`config.mk`:
```
export PLATFORM = sky130hd
export DESIGN_NAME = mul_div_unit_flat
export DESIGN_NICKNAME = d
export VERILOG_FILES = /design/src/rtl/mul_div_unit_if.sv /design/src/rtl/mul_div_unit.sv /design/src/flat_wrapper.sv
export SDC_FILE = /design/constraint.sdc
export NUM_CORES = 1
export LEC_CHECK = 0
export ABC_AREA = 1
export BUFFER_PORTS_ARGS = -buffer_cell sky130_fd_sc_hd__buf_2
export CAP_MARGIN = 15
export CORE_MARGIN = 2
export CORE_UTILIZATION = 35
export DETAILED_ROUTE_END_ITERATION = 8
export PLACE_DENSITY = 0.51
export SYNTH_ARGS = -nofsm -noshare
export SYNTH_HDL_FRONTEND = slang
export SYNTH_SLANG_ARGS = --single-unit
```
`constraint.sdc`:
```
create_clock -name clk -period 9.6 [get_ports clk]
set_clock_uncertainty 0.1 [all_clocks]
set_input_delay 0.96 -clock clk [delete_from_list [all_inputs] [get_ports clk]]
set_output_delay 0.96 -clock clk [all_outputs]
set_load 0.02 [all_outputs]
```
`src/rtl/mul_div_unit_if.sv`:
```
// Port bundle between the pipeline controller and mul_div_unit.
// start is sampled only while busy is low; done pulses for one cycle with HI/LO already updated.
interface mul_div_unit_if;
    logic        start;
    logic [1:0]  op;
    logic [31:0] rs_val;
    logic [31:0] rt_val;
    logic        hi_we;
    logic        lo_we;
    logic [31:0] wdata;
    logic        busy;
    logic        done;
    logic        div_by_zero;
    logic [31:0] hi;
    logic [31:0] lo;
    logic [1:0]  state_dbg;

    modport master (
        output start, op, rs_val, rt_val, hi_we, lo_we, wdata,
        input  busy, done, div_by_zero, hi, lo, state_dbg
    );

    modport slave (
        input  start, op, rs_val, rt_val, hi_we, lo_we, wdata,
        output busy, done, div_by_zero, hi, lo, state_dbg
    );
endinterface

```
`src/rtl/mul_div_unit.sv`:
```
// Iterative 32-bit MULT/MULTU/DIV/DIVU unit with architectural HI/LO registers.
// Define MDU_FAST_ZERO_EN to finish zero-operand operations in a single cycle.
module mul_div_unit (
    input  logic          clk,
    input  logic          rst,
    mul_div_unit_if.slave bus
);
    typedef enum logic [1:0] {
        IDLE   = 2'd0,
        CALC   = 2'd1,
        FINISH = 2'd2
    } state_t;

    state_t      state;
    logic [4:0]  cnt;
    logic        is_div;
    logic        neg_q;
    logic        neg_r;
    logic        dz;
    logic [31:0] mcand;
    logic [31:0] raw_rs;
    logic [63:0] acc;
    logic [31:0] rem;
    logic [31:0] hi_r;
    logic [31:0] lo_r;
    logic        busy_r;
    logic        done_r;
    logic        dz_r;

    logic        rs_neg;
    logic        rt_neg;
    logic [31:0] rs_abs;
    logic [31:0] rt_abs;
    logic        rt_zero;
    logic [32:0] mul_sum;
    logic [32:0] div_shift;
    logic        ge;
    logic [31:0] div_sub;
    logic [63:0] prod_fix;
    logic [31:0] quo_fix;
    logic [31:0] rem_fix;

    // op[0] = 0 marks the signed variants (MULT, DIV).
    always_comb begin
        rs_neg  = ~bus.op[0] & bus.rs_val[31];
        rt_neg  = ~bus.op[0] & bus.rt_val[31];
        rs_abs  = rs_neg ? (~bus.rs_val + 32'd1) : bus.rs_val;
        rt_abs  = rt_neg ? (~bus.rt_val + 32'd1) : bus.rt_val;
        rt_zero = (bus.rt_val == 32'd0);
    end

`ifdef MDU_FAST_ZERO_EN
    logic fast_zero;
    always_comb begin
        fast_zero = rt_zero | (~bus.op[1] & (bus.rs_val == 32'd0));
    end
`endif

    // Multiply keeps the multiplier in acc[31:0] and shifts the product in from the top.
    // Divide keeps the dividend/quotient in acc[31:0]; remainder stays below the divisor.
    always_comb begin
        mul_sum   = {1'b0, acc[63:32]} + (acc[0] ? {1'b0, mcand} : 33'd0);
        div_shift = {rem, acc[31]};
        ge        = (div_shift >= {1'b0, mcand});
        div_sub   = div_shift[31:0] - mcand;
        prod_fix  = neg_q ? (~acc + 64'd1) : acc;
        quo_fix   = neg_q ? (~acc[31:0] + 32'd1) : acc[31:0];
        rem_fix   = neg_r ? (~rem + 32'd1) : rem;
    end

    always_ff @(posedge clk or posedge rst) begin
        if (rst) begin
            state  <= IDLE;
            cnt    <= 5'd0;
            is_div <= 1'b0;
            neg_q  <= 1'b0;
            neg_r  <= 1'b0;
            dz     <= 1'b0;
            mcand  <= 32'd0;
            raw_rs <= 32'd0;
            acc    <= 64'd0;
            rem    <= 32'd0;
            hi_r   <= 32'd0;
            lo_r   <= 32'd0;
            busy_r <= 1'b0;
            done_r <= 1'b0;
            dz_r   <= 1'b0;
        end else begin
            done_r <= 1'b0;
            dz_r   <= 1'b0;
            case (state)
                IDLE: begin
                    if (bus.hi_we) hi_r <= bus.wdata;
                    if (bus.lo_we) lo_r <= bus.wdata;
                    if (bus.start) begin
                        is_div <= bus.op[1];
                        raw_rs <= bus.rs_val;
                        cnt    <= 5'd0;
                        rem    <= 32'd0;
                        busy_r <= 1'b1;
                        neg_r  <= rs_neg;
                        neg_q  <= rs_neg ^ rt_neg;
                        dz     <= bus.op[1] & rt_zero;
                        if (bus.op[1]) begin
                            mcand <= rt_abs;
                            acc   <= {32'd0, rs_abs};
                        end else begin
                            mcand <= rs_abs;
                            acc   <= {32'd0, rt_abs};
                        end
`ifdef MDU_FAST_ZERO_EN
                        if (fast_zero) begin
                            state <= FINISH;
                            if (!bus.op[1]) acc <= 64'd0;
                        end else begin
                            state <= CALC;
                        end
`else
                        state <= CALC;
`endif
                    end
                end
                CALC: begin
                    if (is_div) begin
                        rem <= ge ? div_sub : div_shift[31:0];
                        acc <= {32'd0, acc[30:0], ge};
                    end else begin
                        acc <= {mul_sum, acc[31:1]};
                    end
                    cnt <= cnt + 5'd1;
                    if (cnt == 5'd31) state <= FINISH;
                end
                FINISH: begin
                    // Divide by zero reports the raw dividend, never sign-corrected.
                    if (dz) begin
                        hi_r <= raw_rs;
                        lo_r <= 32'hFFFF_FFFF;
                    end else if (is_div) begin
                        hi_r <= rem_fix;
                        lo_r <= quo_fix;
                    end else begin
                        hi_r <= prod_fix[63:32];
                        lo_r <= prod_fix[31:0];
                    end
                    done_r <= 1'b1;
                    dz_r   <= dz;
                    busy_r <= 1'b0;
                    state  <= IDLE;
                end
                default: state <= IDLE;
            endcase
        end
    end

    assign bus.busy        = busy_r;
    assign bus.done        = done_r;
    assign bus.div_by_zero = dz_r;
    assign bus.hi          = hi_r;
    assign bus.lo          = lo_r;
    assign bus.state_dbg   = state;
endmodule

```
`src/flat_wrapper.sv`:
```
// flat-port wrapper written by rule: the top's interface ports become plain ports
module mul_div_unit_flat 
  (clk, rst, bus_start, bus_op, bus_rs_val, bus_rt_val, bus_hi_we, bus_lo_we, bus_wdata, bus_busy, bus_done, bus_div_by_zero, bus_hi, bus_lo, bus_state_dbg);
  mul_div_unit_if bus_i ();
  input  logic clk;
  input  logic rst;
  input wire logic [$bits(bus_i.start)-1:0] bus_start;
  input wire logic [$bits(bus_i.op)-1:0] bus_op;
  input wire logic [$bits(bus_i.rs_val)-1:0] bus_rs_val;
  input wire logic [$bits(bus_i.rt_val)-1:0] bus_rt_val;
  input wire logic [$bits(bus_i.hi_we)-1:0] bus_hi_we;
  input wire logic [$bits(bus_i.lo_we)-1:0] bus_lo_we;
  input wire logic [$bits(bus_i.wdata)-1:0] bus_wdata;
  output wire logic [$bits(bus_i.busy)-1:0] bus_busy;
  output wire logic [$bits(bus_i.done)-1:0] bus_done;
  output wire logic [$bits(bus_i.div_by_zero)-1:0] bus_div_by_zero;
  output wire logic [$bits(bus_i.hi)-1:0] bus_hi;
  output wire logic [$bits(bus_i.lo)-1:0] bus_lo;
  output wire logic [$bits(bus_i.state_dbg)-1:0] bus_state_dbg;
  assign bus_i.start = bus_start;
  assign bus_i.op = bus_op;
  assign bus_i.rs_val = bus_rs_val;
  assign bus_i.rt_val = bus_rt_val;
  assign bus_i.hi_we = bus_hi_we;
  assign bus_i.lo_we = bus_lo_we;
  assign bus_i.wdata = bus_wdata;
  assign bus_busy = bus_i.busy;
  assign bus_done = bus_i.done;
  assign bus_div_by_zero = bus_i.div_by_zero;
  assign bus_hi = bus_i.hi;
  assign bus_lo = bus_i.lo;
  assign bus_state_dbg = bus_i.state_dbg;
  mul_div_unit u_core (.clk(clk), .rst(rst), .bus(bus_i));
endmodule
```
==> summary.md <==
| Metric | Value |
|---|---|
| Pre-CTS WS | around 5.3 ns |
| Initial DRC Count | ~2500 |
| Post-synth top cells | nand2_1, nor2_1, inv_1 |
| First-pass GRT wire length | between 100 and 150 mm |
| Total CTS buffers | 29 |
| Final hold vios | 0 |
| Initial core utilization | a little over a third |
| Final WL | 92.8 mm |
| Die width | between 200 and 250 um |
| Post-synthesis sequential area ratio | between 20% and 30% |
| Clk slew on worst S/H paths | 0.06 ns |
| Placer Congestion | roughly 0.98 |
| Clock Path Buffers | 3 |
| Die footprint | 59700 um2 |
| FFs w/ async S/R, synth | 100% |
| PnR worst setup slack | roughly 5.7 ns |
| Final setup TNS | 0 ns |
| GR Overflow Total | 0 |
| Share of the synthesized area in the top cell type | roughly 30% |
| # DRC | 0 |
| Fin crit period | between 3 and 4 ns |
| IO Pins | approximately 170 |
| R2R Path Start | u_core.bus.state_dbg[1]$_DFFE_PP0P_ |
| Post-Synthesis Cells | roughly 3200 |
| Startpoint types | register |
| RSZ-0062 raised after global routing | false |
| Buffer and inverter count on the worst path | 6 |
| Status | complete, no violations |
| CORE AREA | approximately 57000 um2 |
| Seq cells post-synth | roughly 240 |
| Slew Viols, Final | 0 |
| Port Buf Inserts | 171 |
| WP data required | ~10 ns |
| CP most frequent cell | buf_4 |
| Post-synth EDFFs | 0 |
| CTS H-tree lvls | 1 |
| Post-synthesis average cell area | around 6.2 um2 |
| Worst-path fanout max | 84 |
| Root Buffer | clkbuf_16 |
| Library cells used by synthesis | 53 |
| Top FF cell, synth | dfrtp_1 |
| Synth area leaders | dfrtp_1, nand2_1, nor2_1 |
| Largest net degree at the start of global routing | 155 |
| Warnings from Yosys | 0 |
| Setup Buffers After CTS | 0 |
| Share of layout cells above drive strength 1 | a little under 9% |
| Wire per inst | between 20 and 25 um |
| Via/cell ratio | between 5 and 6 |
| Worst skew pair latency | between 0.5 and 0.6 ns |
| Rel. slew slack | a little under a quarter |
| Crit path capture type | register |
| Post-synth top area cell | dfrtp_1 |
| Fmax | between 200 and 300 MHz |
| # clock sinks | roughly 240 |
| Setup violators final | 0 |
| Most common cell in the netlist | nand2_1 |
| Post_cts resized | 0 |
| Delay of the slowest cell on the worst path | 0.60 ns |
| Post-DP HPWL | 74.6 mm |
| Hold Path Class | in -> async |
| Maxcap violations | 0 |
| Top delay family on crit path | buffers and inverters |
| Detailed Routing Iterations Pass 1 | 6 |
| Initial antenna violation count | 0 |
| Slowest-stage cell, CP | buf_4 |
| FF/Latch Area | a little under 6000 um2 |
| Multi-input gate area | roughly 12000 um2 |
| Antenna Nets Post-Route | 0 |
| Area growth syn-to-layout | 12.4% |
| Pwr/cell area | about 400 nW/um2 |
| Worst Setup SP | u_core.bus.state_dbg[1]$_DFFE_PP0P_ |
| P_leak | about 11 nW |
| Crit path kind | reg -> reg |
| Filler instances | roughly 6300 |
| Mapped Area | slightly above 20000 um2 |
| Post-cts hold buffer count | 0 |
| Ant diodes | 0 |
| Ratio of final minimum period to clock period | 40.9% |
| Peak supply drop | 0.192 mV |
| Final-stage net count | 3518 |
| CP Cell Sequence | inv_2, nand3_2, buf_4, inv_2, nor2_4, buf_4, inv_1, buf_4, nor2_1, a31oi_1 |
| Via count | about 23000 |
| Worst Path Arrival | 4.27 ns |
| CTS tree | built |
| Total Routing Usage GR | 30.2% |
| Slew @ Worst Pin | between 1 and 1.5 ns |
| Die Y | around 240 um |
| Vias in the first global route | around 21000 |
| Row count | 88 |
| Syn Nets | 3417 |
registers in the layout (all words and copies together), names as in the netlist:
register                cells
u_core.bus.state_dbg        2
u_core.bus.lo              32
u_core.dz                   1
u_core.bus.hi              32
u_core.neg_r                1
u_core.cnt                  5
u_core.rem                 32
u_core.bus.done             1
u_core.bus.busy             1
u_core.raw_rs              32
u_core.bus.div_by_zero      1
u_core.is_div               1
u_core.mcand               32
u_core.acc                 64
u_core.neg_q                1
placed cells by master (no fill, tap or decap), types with 6 or more instances in the layout:
| master | instances |
|---|---|
| nor2_1 | 467 |
| inv_2 | 9 |
| nor2_2 | 13 |
| o22ai_1 | 10 |
| a22oi_1 | 22 |
| nand3b_1 | 13 |
| nand4_1 | 42 |
| a31oi_1 | 26 |
| buf_4 | 15 |
| nand2_1 | 869 |
| ha_1 | 70 |
| o211ai_1 | 26 |
| nor3_1 | 22 |
| xnor2_1 | 21 |
| xor2_1 | 49 |
| inv_1 | 353 |
| o21ai_2 | 6 |
| a21o_1 | 7 |
| clkbuf_16 | 29 |
| o221ai_1 | 16 |
| dfrtp_1 | 237 |
| buf_2 | 171 |
| o21ai_1 | 23 |
| nand3_1 | 298 |
| clkinv_2 | 7 |
| a221oi_1 | 25 |
| clkbuf_8 | 8 |
| nor2_4 | 9 |
| o21ai_0 | 176 |
| a21oi_1 | 256 |
worst reg2reg max path, stage by stage, from the launching register on:
cell     delay [ns]
dfrtp_1        0.49
inv_2          0.10
nand3_2        0.08
buf_4          0.60
inv_2          0.48
nor2_4         0.16
buf_4          0.54
inv_1          0.63
buf_4          0.42
nor2_1         0.13
a31oi_1        0.05
path summary, 6_finish.rpt:
kind                       slack, ns  cells after the start                           end
min in group clk                0.38                      2   u_core.bus.busy$_DFFE_PP0P_
hold / removal                  0.38                      2  u_core.bus.hi[9]$_DFFE_PP0P_
hold reg to reg                 0.38                      2   u_core.bus.busy$_DFFE_PP0P_
setup / recovery                5.67                     10    u_core.acc[10]$_DFFE_PP0P_
max in group asynchronous       7.64                      3    u_core.rem[26]$_DFFE_PP0P_
setup reg to reg                5.67                     10    u_core.acc[10]$_DFFE_PP0P_
kinds of logic after synthesis:
kind of cell | Yosys count | share of synthesized area (%)
xor+xnor | 70 | 3.03
fa+ha+maj | 72 | 4.53
compound gates | 616 | 17.4
simple gates | 1758 | 36.1
buf+inv | 488 | 9.42
flops | 238 | 29.4
report_power, final:
group	switching [W]	leakage [nW]	internal (W)
Combinational	0.00401	7.65	0.00183
Clock	0.000486	0.504	0.000699
Sequential	0.000713	2.87	0.00151
Total	0.00521	11.0	0.00405
metal layers:
layer / share of wire (%) / wire, um / GRT usage, %
met5: 0 / 0 / 0
met2: 43 / 40100 / 46.1
met3: 6.8 / 6320 / 2.85
met1: 46 / 42800 / 44.5
met4: 3.8 / 3540 / 10.4
area by class of cell:
class                           instances  area share [%]
Clock inverter                         12           0.693
Inverter                              370            6.16
Tap cell                              765            4.21
Timing Repair Buffer                  188            4.47
Multi-Input combinational cell       2516            54.5
Sequential cell                       238            26.2
Clock buffer                           41            3.74
per-stage QoR:
step                utilization [%]  area (um2)  hold WS (ns)  total power [W]  instances
CTS                            39.6       22700         0.381          0.00915       4129
finish                         39.6       22700         0.377          0.00926       4130
global placement               37.8       21700         0.369          0.00791       4076
detailed placement             37.8       21700         0.367          0.00795       4076
floorplan                         -       20200         0.350          0.00592       3242
global route                   39.6       22700         0.404          0.00996       4130
Power figures use the tool's default switching activity.
